**config.mk**
```make
export PLATFORM = sky130hd
export DESIGN_NAME = mod_det_3x3_serial
export DESIGN_NICKNAME = d
export VERILOG_FILES = /design/src/rtl/mod_det_3x3_serial.sv
export SDC_FILE = /design/constraint.sdc
export NUM_CORES = 1
export LEC_CHECK = 0
export BUFFER_PORTS_ARGS = -buffer_cell sky130_fd_sc_hd__buf_4
export CAP_MARGIN = 15
export CELL_PAD_IN_SITES_DETAIL_PLACEMENT = 0
export CELL_PAD_IN_SITES_GLOBAL_PLACEMENT = 1
export CORE_ASPECT_RATIO = 1.1
export CORE_UTILIZATION = 45
export DETAILED_ROUTE_END_ITERATION = 8
export HOLD_SLACK_MARGIN = 0.03
export PLACE_DENSITY_LB_ADDON = 0.1
export RECOVER_POWER = 25
export SLEW_MARGIN = 20
export SYNTH_ARGS = -nofsm -noshare
export SYNTH_HDL_FRONTEND = slang
export SYNTH_SLANG_ARGS = --single-unit
```
**constraint.sdc**
```tcl
create_clock -name clk -period 10.5 [get_ports clk]
set_clock_uncertainty 0.2 [all_clocks]
set_input_delay 2.1 -clock clk [delete_from_list [all_inputs] [get_ports clk]]
set_output_delay 2.1 -clock clk [all_outputs]
set_load 0.05 [all_outputs]
```
**src/rtl/mod_det_3x3_serial.sv**
```systemverilog
// Stream-fed 3x3 signed determinant engine: loads nine elements row-major, then
// runs a nine-step cofactor expansion through one shared multiplier.
module mod_det_3x3_serial #(
    parameter int unsigned W     = 8,
    parameter int unsigned ACC_W = 32
) (
    input  logic         clk,
    input  logic         rst_n,
    input  logic         clear,
    input  logic         in_valid,
    output logic         in_ready,
    input  logic [W-1:0] in_data,
    output logic         out_valid,
    input  logic         out_ready,
    output logic [W-1:0] resultado,
    output logic         flag_overflow,
    output logic         busy
);

    localparam int unsigned CNT_W  = 4;
    localparam int unsigned N_ELEM = 9;
    localparam logic [CNT_W-1:0] LAST = CNT_W'(N_ELEM - 1);

    typedef enum logic [1:0] {S_LOAD, S_CALC, S_DONE} state_t;

    state_t                   state, state_next;
    logic [CNT_W-1:0]         cnt, step;
    logic [W-1:0]             elem [N_ELEM];
    logic signed [ACC_W-1:0]  m1, m2, m3, acc;
    logic [W-1:0]             op_a;
    logic signed [ACC_W-1:0]  op_b, prod, fin;
    logic                     accept, ovf;

    function automatic logic signed [ACC_W-1:0] sext(input logic [W-1:0] x);
        return {{(ACC_W-W){x[W-1]}}, x};
    endfunction

    assign accept = in_ready & in_valid & ~clear;

    // Next-state logic; clear overrides every transition.
    always_comb begin
        state_next = state;
        if (clear) begin
            state_next = S_LOAD;
        end else begin
            case (state)
                S_LOAD:  if (accept && cnt == LAST) state_next = S_CALC;
                S_CALC:  if (step == LAST) state_next = S_DONE;
                S_DONE:  if (out_valid && out_ready) state_next = S_LOAD;
                default: state_next = S_LOAD;
            endcase
        end
    end

    // Operand steering for the shared multiplier.
    always_comb begin
        op_a = '0;
        op_b = '0;
        case (step)
            4'd0:    begin op_a = elem[4]; op_b = sext(elem[8]); end
            4'd1:    begin op_a = elem[5]; op_b = sext(elem[7]); end
            4'd2:    begin op_a = elem[3]; op_b = sext(elem[8]); end
            4'd3:    begin op_a = elem[5]; op_b = sext(elem[6]); end
            4'd4:    begin op_a = elem[3]; op_b = sext(elem[7]); end
            4'd5:    begin op_a = elem[4]; op_b = sext(elem[6]); end
            4'd6:    begin op_a = elem[0]; op_b = m1; end
            4'd7:    begin op_a = elem[1]; op_b = m2; end
            4'd8:    begin op_a = elem[2]; op_b = m3; end
            default: begin op_a = '0; op_b = '0; end
        endcase
    end

    assign prod = sext(op_a) * op_b;
    assign fin  = acc + prod;
    // Fits in W signed bits only if all bits from W-1 upward agree.
    assign ovf  = !((&fin[ACC_W-1:W-1]) || !(|fin[ACC_W-1:W-1]));

    always_ff @(posedge clk) begin
        if (accept) elem[cnt] <= in_data;
    end

    always_ff @(posedge clk or negedge rst_n) begin
        if (!rst_n) begin
            state         <= S_LOAD;
            cnt           <= '0;
            step          <= '0;
            m1            <= '0;
            m2            <= '0;
            m3            <= '0;
            acc           <= '0;
            resultado     <= '0;
            flag_overflow <= 1'b0;
            in_ready      <= 1'b1;
            busy          <= 1'b0;
            out_valid     <= 1'b0;
        end else begin
            state     <= state_next;
            in_ready  <= (state_next == S_LOAD);
            busy      <= (state_next == S_CALC);
            out_valid <= (state_next == S_DONE);
            if (clear) begin
                cnt           <= '0;
                step          <= '0;
                resultado     <= '0;
                flag_overflow <= 1'b0;
            end else begin
                if (accept) cnt <= (cnt == LAST) ? '0 : cnt + CNT_W'(1);
                if (state == S_CALC) begin
                    step <= (step == LAST) ? '0 : step + CNT_W'(1);
                    case (step)
                        4'd0:    m1 <= prod;
                        4'd1:    m1 <= m1 - prod;
                        4'd2:    m2 <= prod;
                        4'd3:    m2 <= m2 - prod;
                        4'd4:    m3 <= prod;
                        4'd5:    m3 <= m3 - prod;
                        4'd6:    acc <= prod;
                        4'd7:    acc <= acc - prod;
                        4'd8: begin
                            acc           <= fin;
                            resultado     <= fin[W-1:0];
                            flag_overflow <= ovf;
                        end
                        default: ;
                    endcase
                end
            end
        end
    end

endmodule

```
==> summary.md, run 1 <==
| Metric | Value |
|---|---|
| Drt wl/cell | 19.4 microns |
| Routed vias/inst | 5.70 |
| CTS Root Cell | clkbuf_16 |
| Final core utilization | 0.499 |
| Nature of the critical path endpoint | flop |
| Synth Net Count | 3,406 |
| CP max stage cell | a222oi_1 |
| Die Wd | 226 microns |
| P per Cell Area | 75.8 mW/mm^2 |
| Synth Warn # | 0 |
| Largest net degree at the start of global routing | 92 |
| Die area | 0.0563 sq mm |
| Chip Height | 249 microns |
| Fin. Hold Viols | 0 |
| Period utilization | 0.949 |
| Clk pin slew, worst setup/hold paths | 0.06 ns |
| Leading area contributor after synthesis | dfrtp_1 |
| Max VDD drop | 0.107 mV |
| Layout cells sized above 1 | 0.0820 |
| # clock sinks | 222 |
| Initial antenna violation count | 0 |
| Reg2reg start | step[0]$_DFFE_PN0P_ |
| Cell variety after synth | 88 |
| CP startpoint kind | flop |
| Leak Pwr | 12.8 nW |
| Vias in the first global route | 21,144 |
| Fillers | 5,319 |
| Core Box Area | 0.0547 sq mm |
| CTS tree | done |
| FP Rows | 90 |
| Antenna-violating nets left | 0 |
| Worst skew pair latency | 0.58 ns |
| Routability cong. | 0.879 |
| TNS Setup | 0 ns |
| Max-slew headroom | -2.68 |
| RSZ-0062 raised after global routing | false |
| Vias | 21,512 |
| GRT Resource Usage Total | 0.262 |
| Min setup slack post-route | 0.536 ns |
| DP Worst Slack | 0.134 ns |
| Post-synth top area share | 0.150 |
| Final setup viols | 0 |
| # H-tree levels | 1 |
| Syn Area/Cell | 8.30 sq um |
| Crit path from | step[0]$_DFFE_PN0P_ |
| Synth-to-layout area growth | 9.76% |
| Hold_sp | state[1]$_DFF_PN0_ |
| Cts bufs inserted | 27 |
| Crit-path max FO | 15 |
| CP Data Arrival Time | 10.20 ns |
| ANT cells | 0 |
| Post-CTS Hold Fix Bufs | 0 |
| WS Path Type | flop to flop |
| Post-synth ARST share | 0.676 |
| Port Buffers | 24 |
| First-pass DRT Iterations | 8 |
| Post-synth EDFFs | 72 |
| CTS max path bufs | 3 |
| Synthesized area | 0.0249 sq mm |
| Synth top area cells | dfrtp_1 (15%), fa_1 (13%), ha_1 (12%) |
| Ys flop type | dfrtp_1 |
| Most frequent cell after synthesis | nor2_1 |
| Final Critical Period | 9.96 ns |
| #FFs+latches synth | 222 |
| Slew Limit Fails | 92 |
| Iter 0 DRT Violations | 1,416 |
| Number of nets in the layout | 3,423 |
| Drc violations | 0 |
| Final wirelength | 73,200 microns |
| Hold WC Path Type | flop to flop |
| Wire length of the first global-routing pass | 117,000 microns |
| Fmax | 100 MHz |
| Post-synthesis sequential area ratio | 0.238 |
| Status | finished with violations |
| Critical Path RT | 10.74 ns |
| Worst-Margin Slew | 5.52 ns |
| Grt ovf | 0 |
| Failing checks | capacitance limit, slew limit |
| Worst path max stage delay | 0.56 ns |
| Max-Cap Viols | 1 |
| Io pins | 25 |
| Most instantiated cells after synthesis | nor2_1 (429), inv_1 (303), a21oi_1 (275) |
| Post-Syn Instances | 2,999 |
| HPWL after detailed placement | 56,800 microns |
| Starting Density | 0.455 |
==> per-stage QoR <==
step | instances | hold slack [ns] | total power, mW | cell area [sq um]
floorplan | 2999 | 0.262 | 1.03 | 24900
global placement | 3712 | 0.284 | 1.10 | 26300
detailed placement | 3712 | 0.305 | 1.10 | 26300
CTS | 3762 | 0.304 | 2.10 | 27200
global route | 3773 | 0.317 | 2.15 | 27300
finish | 3773 | 0.295 | 2.07 | 27300
==> worst max-delay path: cells and delay by family, from the launching register on <==
family | cells | cell delay, ns
AOI/OAI and AO/OA | 14 | 2.80
xor gates and xnor gates | 2 | 0.46
adders and majority gates | 7 | 2.97
buffers and inverters | 7 | 0.83
DFF | 1 | 0.41
and+or+nand+nor | 7 | 2.09
==> timing repair <==
| action | 4_1_cts | 5_1_grt |
|---|---|---|
| setup buffers | 0 | 10 |
| endpoints found under the setup margin | 0 | 6 |
| gates resized for setup | 0 | 19 |
==> cells by family (layout without fill, tap and decap cells) <==
family                     after synthesis  count (layout)  share of synthesized area
AOI/OAI and AO/OA                      837             837                      0.216
and+or+nand+nor                        926             926                      0.168
buffers and inverters                  450             488                     0.0690
xor gates and xnor gates               151             151                     0.0546
muxes                                   19              19                    0.00779
DFF                                    222             222                      0.238
adders and majority gates              394             394                      0.247
==> power breakdown <==
part / switching (mW) / leakage, nW / internal (mW)
Sequential: 0.00169 / 2.72 / 0.898
Combinational: 0.125 / 9.64 / 0.0646
Clock: 0.404 / 0.439 / 0.578
Total: 0.531 / 12.8 / 1.54
==> worst paths after layout <==
check	slack (ns)	depth (start not counted)	end
worst max register to register	0.54	37	flag_overflow$_DFFE_PN0P_
worst min-delay path	0.29	1	busy$_DFF_PN0_
worst max-delay path	0.54	37	flag_overflow$_DFFE_PN0P_
max in group asynchronous	3.62	1	m2[29]$_DFFE_PN0P_
min in group asynchronous	3.38	1	step[1]$_DFFE_PN0P_
worst min register to register	0.29	1	busy$_DFF_PN0_
==> state kept, by name, summed over array words and instances (netlist names) <==
register       count
resultado          8
busy               1
step               4
flag_overflow      1
elem              72
m2                32
cnt                4
out_valid          1
in_ready           1
m1                32
acc               32
m3                32
state              2
==> cells in the final DEF, fill, tap and decap left out, types with 13 or more instances in the layout <==
| master | count |
|---|---|
| a211oi_1 | 13 |
| inv_1 | 302 |
| and2_1 | 56 |
| a22oi_1 | 16 |
| a31oi_1 | 26 |
| o22ai_1 | 24 |
| buf_4 | 118 |
| nor2_1 | 428 |
| xnor2_1 | 103 |
| clkbuf_1 | 19 |
| o21ai_0 | 175 |
| ha_1 | 232 |
| edfxtp_1 | 72 |
| nand2_1 | 200 |
| a21oi_1 | 274 |
| mux2i_1 | 16 |
| nor3_1 | 42 |
| a221o_1 | 17 |
| nand2b_1 | 29 |
| xor2_1 | 44 |
| a22o_1 | 14 |
| o21bai_1 | 29 |
| clkbuf_16 | 27 |
| nor2b_1 | 19 |
| dfrtp_1 | 149 |
| a222oi_1 | 26 |
| o21a_1 | 23 |
| nand3_1 | 34 |
| a21o_1 | 73 |
| or2_2 | 41 |
| fa_1 | 162 |
| a221oi_1 | 19 |
==> area by class of cell <==
| type | instances | area [sq um] | area share |
|---|---|---|---|
| well taps | 736 | 921 | 0.0337 |
| multi-input cells | 2327 | 17400 | 0.638 |
| repair buffers | 134 | 1020 | 0.0372 |
| clock inverters | 10 | 140 | 0.00513 |
| inverters | 304 | 1140 | 0.0418 |
| flip-flops and latches | 222 | 5920 | 0.217 |
| clock buffers | 40 | 764 | 0.0280 |
==> layer usage <==
metal	wire, microns	share of wire	global-route usage
met4	1880	0.026	0.0703
met1	36300	0.50	0.398
met2	32000	0.44	0.398
met3	2980	0.041	0.0207
met5	0	0	0
Note: power is estimated with default switching activity, not from simulation.
==> inputs of run 2 (changes only) <==
--- a/config.mk
+++ b/config.mk
@@ -6,4 +6,5 @@
 export NUM_CORES = 1
 export LEC_CHECK = 0
+export ABC_CLOCK_PERIOD_IN_PS = 10500
 export BUFFER_PORTS_ARGS = -buffer_cell sky130_fd_sc_hd__buf_4
 export CAP_MARGIN = 15
==> constraint.sdc (replaced) <==
create_clock -name clk -period 10.5 [get_ports clk]
set_clock_uncertainty 0.2 [all_clocks]
set_input_delay 0.525 -clock clk [delete_from_list [all_inputs] [get_ports clk]]
set_output_delay 0.525 -clock clk [all_outputs]
set_load 0.05 [all_outputs]
==> run 2 against run 1 <==
Compared with the run above:
- the run still ends with capacitance limit, slew limit left
- final cell count up 0.50%
- hold slack worse by 0.21 ns
- first-iteration DRC count up 3.9%
- final area up 1.2%
- maximum frequency up 0.12%
- worst setup slack better by 0.012 ns
- register-to-register slack about the same
- die area unchanged
- sequential power about the same
- largest power group unchanged
- highest routed layer unchanged
- critical endpoint unchanged
==> summary.md, run 2 (synthesis gave the netlist of run 1 again) <==
| Metric | Value |
|---|---|
| Status | finished with violations |
| Failing checks | capacitance limit, slew limit |
| Die Wd | 226 microns |
| CTS max path bufs | 3 |
| Max-slew headroom | -2.72 |
| Io pins | 25 |
| Worst Hold Path Cells | 2 |
| Max VDD drop | 0.106 mV |
| Routed vias/inst | 5.69 |
| Hold_sp | clear |
| CP max stage cell | fa_1 |
| Largest net degree at the start of global routing | 92 |
| Grt ovf | 0 |
| P per Cell Area | 78.3 mW/mm^2 |
| Fmax | 100 MHz |
| Core Box Area | 0.0547 sq mm |
| Iter 0 DRT Violations | 1,471 |
| Antenna-violating nets left | 0 |
| FP Rows | 90 |
| Number of nets in the layout | 3,442 |
| Hold WC Path Type | input pin to flop |
| Vias | 21,588 |
| Drt wl/cell | 19.4 microns |
| Worst path max stage delay | 0.57 ns |
| Reg2reg start | step[0]$_DFFE_PN0P_ |
| CTS Root Cell | clkbuf_16 |
| Final Critical Period | 9.95 ns |
| Die area | 0.0563 sq mm |
| Leak Pwr | 13.0 nW |
| ANT cells | 0 |
| # clock sinks | 222 |
| GRT Resource Usage Total | 0.264 |
| # H-tree levels | 1 |
| Final setup viols | 0 |
| Port Buffers | 24 |
| Clk pin slew, worst setup/hold paths | 0.06 ns |
| First-pass DRT Iterations | 6 |
| Layout cells sized above 1 | 0.0884 |
| Worst-Margin Slew | 5.57 ns |
| Routability cong. | 0.878 |
| TNS Setup | 0 ns |
| Vias in the first global route | 21,337 |
| Fillers | 5,357 |
| Number of flip-flops in the largest register | 72 |
| Slew Limit Fails | 92 |
| Most flop-heavy register | elem |
| Most frequent cells in the layout | nor2_1 (428), inv_1 (301), a21oi_1 (274), ha_1 (231), nand2_1 (200) |
| CP Data Arrival Time | 10.19 ns |
| Overall power | 2.17 mW |
| Initial antenna violation count | 0 |
| Critical Path RT | 10.74 ns |
| Drc violations | 0 |
| Crit-path max FO | 15 |
| Most common cell after layout, fill and taps aside | nor2_1 |
| Worst skew pair latency | 0.60 ns |
| DP Worst Slack | 0.0591 ns |
| Final wirelength | 73,600 microns |
| WS Path Type | flop to flop |
| HPWL after detailed placement | 57,000 microns |
| Fin. Hold Viols | 0 |
| Cts bufs inserted | 28 |
| Worst reg-to-reg setup slack | 0.55 ns |
| Min-Delay Endpoint | cnt[2]$_DFFE_PN0P_ |
| FF-to-FF path depth | 37 |
| Starting Density | 0.455 |
| Synth-to-layout area growth | 11.1% |
| Chip Height | 249 microns |
| Nature of the critical path endpoint | flop |
| Max-Cap Viols | 1 |
| Period utilization | 0.948 |
| Min setup slack post-route | 0.548 ns |
| Wire length of the first global-routing pass | 117,000 microns |
| CP startpoint kind | flop |
| Capture point of the worst reg-to-reg path | flag_overflow$_DFFE_PN0P_ |
| CTS tree | done |
## run 2: changes by cell type in the layout (fill, tap and decap cells not counted), moves of 3 or more
cell	before	now
buf_4	118	121
buf_12	3	6
dlygate4sd3_1	0	11
clkbuf_1	19	12
## run 2: area by class of cell
cell class              instances  area [sq um]  share of cell area
multi-input cells            2327         17400               0.631
flip-flops and latches        222          5920               0.214
repair buffers                152          1210              0.0439
inverters                     304          1140              0.0413
well taps                     736           921              0.0333
clock buffers                  36           791              0.0286
clock inverters                15           229             0.00828
## run 2: worst max-delay path by stage
stage / startpoint / to / slack [ns] / cells after the start
after global placement: step[1]$_DFFE_PN0P_ / flag_overflow$_DFFE_PN0P_ / 0.24 / 37
after global routing: step[0]$_DFFE_PN0P_ / flag_overflow$_DFFE_PN0P_ / -0.006 / 39
after CTS: step[0]$_DFFE_PN0P_ / flag_overflow$_DFFE_PN0P_ / 0.1 / 38
final: step[0]$_DFFE_PN0P_ / flag_overflow$_DFFE_PN0P_ / 0.55 / 37
after floorplan: step[0]$_DFFE_PN0P_ / flag_overflow$_DFFE_PN0P_ / 0.25 / 42
after detailed placement: step[1]$_DFFE_PN0P_ / flag_overflow$_DFFE_PN0P_ / 0.06 / 37
## run 2: repair_timing
| item | in CTS | in global routing |
|---|---|---|
| setup buffers | 0 | 18 |
| pin swaps | 0 | 4 |
| endpoints found under the setup margin | 1 | 7 |
| hold buffers | 11 | 0 |
| endpoints found under the hold margin | 164 | 0 |
| gates cloned | 0 | 1 |
| gates resized for setup | 1 | 23 |
## run 2: layer usage
metal	GRT usage	vias to the layer above	part of all wire
li1	-	10420	-
met1	0.397	10563	0.49
met2	0.406	515	0.44
met3	0.0256	90	0.045
met4	0.0643	0	0.025
met5	0	-	0
## run 2: stage by stage
step                      hold slack (ns)  instance area (sq um)  utilization  instances
after floorplan                    0.0294                  24900            -       2999
after global placement              0.284                  26300        0.480       3711
after detailed placement            0.301                  26300        0.480       3711
after CTS                          0.0530                  27400        0.501       3773
after global routing               0.0865                  27700        0.505       3792
final                              0.0896                  27700        0.505       3792
## run 2: critical path, delay by kind of cell (launching register included)
family	cells	cell delay, ns
AO/OA/AOI/OAI	13	3.26
adder cells (fa/ha/maj)	7	2.89
AND/OR/NAND/NOR	8	1.71
buffers and inverters	7	0.87
XOR/XNOR	2	0.44
flip-flops	1	0.42
## run 2: report_power, final
group          internal, mW  switching (mW)  total (mW)
sequential            0.898         0.00165       0.900
combinational        0.0676           0.126       0.194
clock                 0.637           0.436        1.07
total                  1.60           0.564        2.17
==> inputs of run 3 (changes only) <==
RECOVER_POWER = 100   (was 25)
==> run 3 against run 2 <==
Compared with the run above:
- the run still ends with capacitance limit, slew limit left
- final area down 0.21%
- clock power about the same
- routed wire length about the same
- first-iteration DRC count down 2.9%
- maximum frequency about the same
- count of clock-buffer cells in the layout unchanged
- via count up 0.13%
- sequential cell count unchanged
- die area unchanged
- largest cell class unchanged
==> summary.md, run 3 (synthesis gave the netlist of run 1 again) <==
| Metric | Value |
|---|---|
| Sequential power share | 0.416 |
| Routed vias/inst | 5.70 |
| Iter 0 DRT Violations | 1,429 |
| CTS tree | done |
| P_sw | 0.563 mW |
| CP Data Arrival Time | 10.19 ns |
| Cts bufs inserted | 28 |
| Crit path buffers/inverters | 9 |
| Slew Limit Fails | 178 |
| Starting Density | 0.455 |
| ANT cells | 0 |
| # clock sinks | 222 |
| Vias | 21,616 |
| Port Buffers | 24 |
| Cell family with the largest share of critical-path delay | compound AO/OA/AOI/OAI gates |
| Final Cell Area | 0.0276 sq mm |
| Vias in the first global route | 21,337 |
| Max-Cap Viols | 3 |
| Most frequent cells in the layout | nor2_1 (428), inv_1 (301), a21oi_1 (274), ha_1 (231), nand2_1 (200) |
| Final setup viols | 0 |
| P per Cell Area | 78.5 mW/mm^2 |
| FF/Latch Area | 0.00592 sq mm |
| Wire length of the first global-routing pass | 117,000 microns |
| Die area | 0.0563 sq mm |
| HPWL after detailed placement | 57,000 microns |
| Drt wl/cell | 19.4 microns |
| First-pass DRT Iterations | 7 |
| Logic pwr share | 0.089 |
| Min setup slack post-route | 0.551 ns |
| Status | finished with violations |
| Clk pin slew, worst setup/hold paths | 0.06 ns |
| Worst-Margin Slew | 5.56 ns |
| Area after DPL | 0.0263 sq mm |
| GRT Resource Usage Total | 0.264 |
| Die Wd | 226 microns |
| Final wirelength | 73,600 microns |
| Grt ovf | 0 |
| Switching share of total power | 0.260 |
| Area of the multi-input gates | 0.0174 sq mm |
| Most frequent CP cell | inv_1 |
| Crit-path max FO | 13 |
| Largest net degree at the start of global routing | 92 |
| Fmax | 101 MHz |
| CP startpoint kind | flop |
| Final core utilization | 0.504 |
| Final Critical Period | 9.95 ns |
| Non-Filler Instances | 3,792 |
| Max-slew headroom | -2.71 |
| Fillers | 5,372 |
| Most common cell after layout, fill and taps aside | nor2_1 |
| Critical Path RT | 10.74 ns |
| Drc violations | 0 |
| CP max stage cell | o41ai_1 |
| DP Worst Slack | 0.0591 ns |
| Number of flip-flops in the largest register | 72 |
| Clock network power share | 0.495 |
| Initial antenna violation count | 0 |
| Layout cells sized above 1 | 0.0828 |
| Failing checks | capacitance limit, slew limit |
| Worst skew pair latency | 0.60 ns |
| Synth-to-layout area growth | 10.9% |
| CTS Root Cell | clkbuf_16 |
| CTS max path bufs | 3 |
| Io pins | 25 |
| # H-tree levels | 1 |
| Routability cong. | 0.878 |
| Antenna-violating nets left | 0 |
| WS Path Type | flop to flop |
| Period utilization | 0.948 |
| Number of nets in the layout | 3,442 |
| Fin. Hold Viols | 0 |
| Inst Count DP | 3,711 |
| Nature of the critical path endpoint | flop |
| Core Box Area | 0.0547 sq mm |
| Leak Pwr | 12.9 nW |
| Max VDD drop | 0.106 mV |
| P_int | 1.60 mW |
| Hold WC Path Type | input pin to flop |
| Most flop-heavy register | elem |
| Worst path max stage delay | 0.69 ns |
| FP Rows | 90 |
| Chip Height | 249 microns |
==> run 3: changes by cell type in the layout (fill, tap and decap cells not counted), sizes merged <==
cell	before	now
buf	131	116
clkbuf	46	61
==> run 3: final cells by class <==
class,count,share of cell area
multi-input cells,2327,0.632
flip-flops and latches,222,0.214
repair buffers,152,0.0420
inverters,304,0.0413
well taps,736,0.0334
clock buffers,36,0.0287
clock inverters,15,0.00830
==> run 3: repair_timing <==
item | CTS | global route
gates resized for setup | 1 | 23
endpoints found under the hold margin | 164 | 0
hold buffers | 11 | 0
endpoints found under the setup margin | 1 | 7
setup buffers | 0 | 18
pin swaps | 0 | 4
gates cloned | 0 | 1
==> run 3: worst paths after layout <==
check / startpoint / endpoint / slack (ns) / cells after the start
min: clear / cnt[2]$_DFFE_PN0P_ / 0.09 / 2
max: step[0]$_DFFE_PN0P_ / flag_overflow$_DFFE_PN0P_ / 0.55 / 37
min in group asynchronous: rst_n / step[1]$_DFFE_PN0P_ / 2.36 / 2
max reg2reg: step[0]$_DFFE_PN0P_ / flag_overflow$_DFFE_PN0P_ / 0.55 / 37
max in group asynchronous: rst_n / m3[13]$_DFFE_PN0P_ / 2.30 / 3
min reg2reg: state[1]$_DFF_PN0_ / busy$_DFF_PN0_ / 0.30 / 1
==> run 3: power by group through the flow <==
stage	logic [mW]	clock network [mW]	registers, mW
detailed placement	0.189	0	0.916
finish	0.194	1.07	0.900
floorplan	0.117	0	0.916
CTS	0.193	1.10	0.900
global placement	0.188	0	0.916
global route	0.214	1.13	0.900
==> run 3: worst register-to-register path: cells and delay by family, from the launching register on <==
kind            cells  cell delay (ns)
compound gates     14             3.46
xor+xnor            2             0.45
fa+ha+maj           7             2.91
buf+inv             9             1.22
flops               1             0.42
simple gates        5             1.14
==> run 3: stage by stage <==
| step | TNS [ns] | power (mW) | hold slack [ns] |
|---|---|---|---|
| final | 0 | 2.17 | 0.0912 |
| after global routing | -0.00566 | 2.24 | 0.0865 |
| after CTS | 0 | 2.19 | 0.0530 |
| after detailed placement | 0 | 1.10 | 0.301 |
| after global placement | 0 | 1.10 | 0.284 |
| after floorplan | 0 | 1.03 | 0.0294 |
==> run 3: routing by layer <==
metal,share of wire,up-vias,wire (microns),track usage
li1,-,10425,-,-
met1,0.49,10583,36100,0.397
met2,0.44,516,32300,0.406
met3,0.045,92,3300,0.0256
met4,0.025,0,1830,0.0643
met5,0,-,0,0
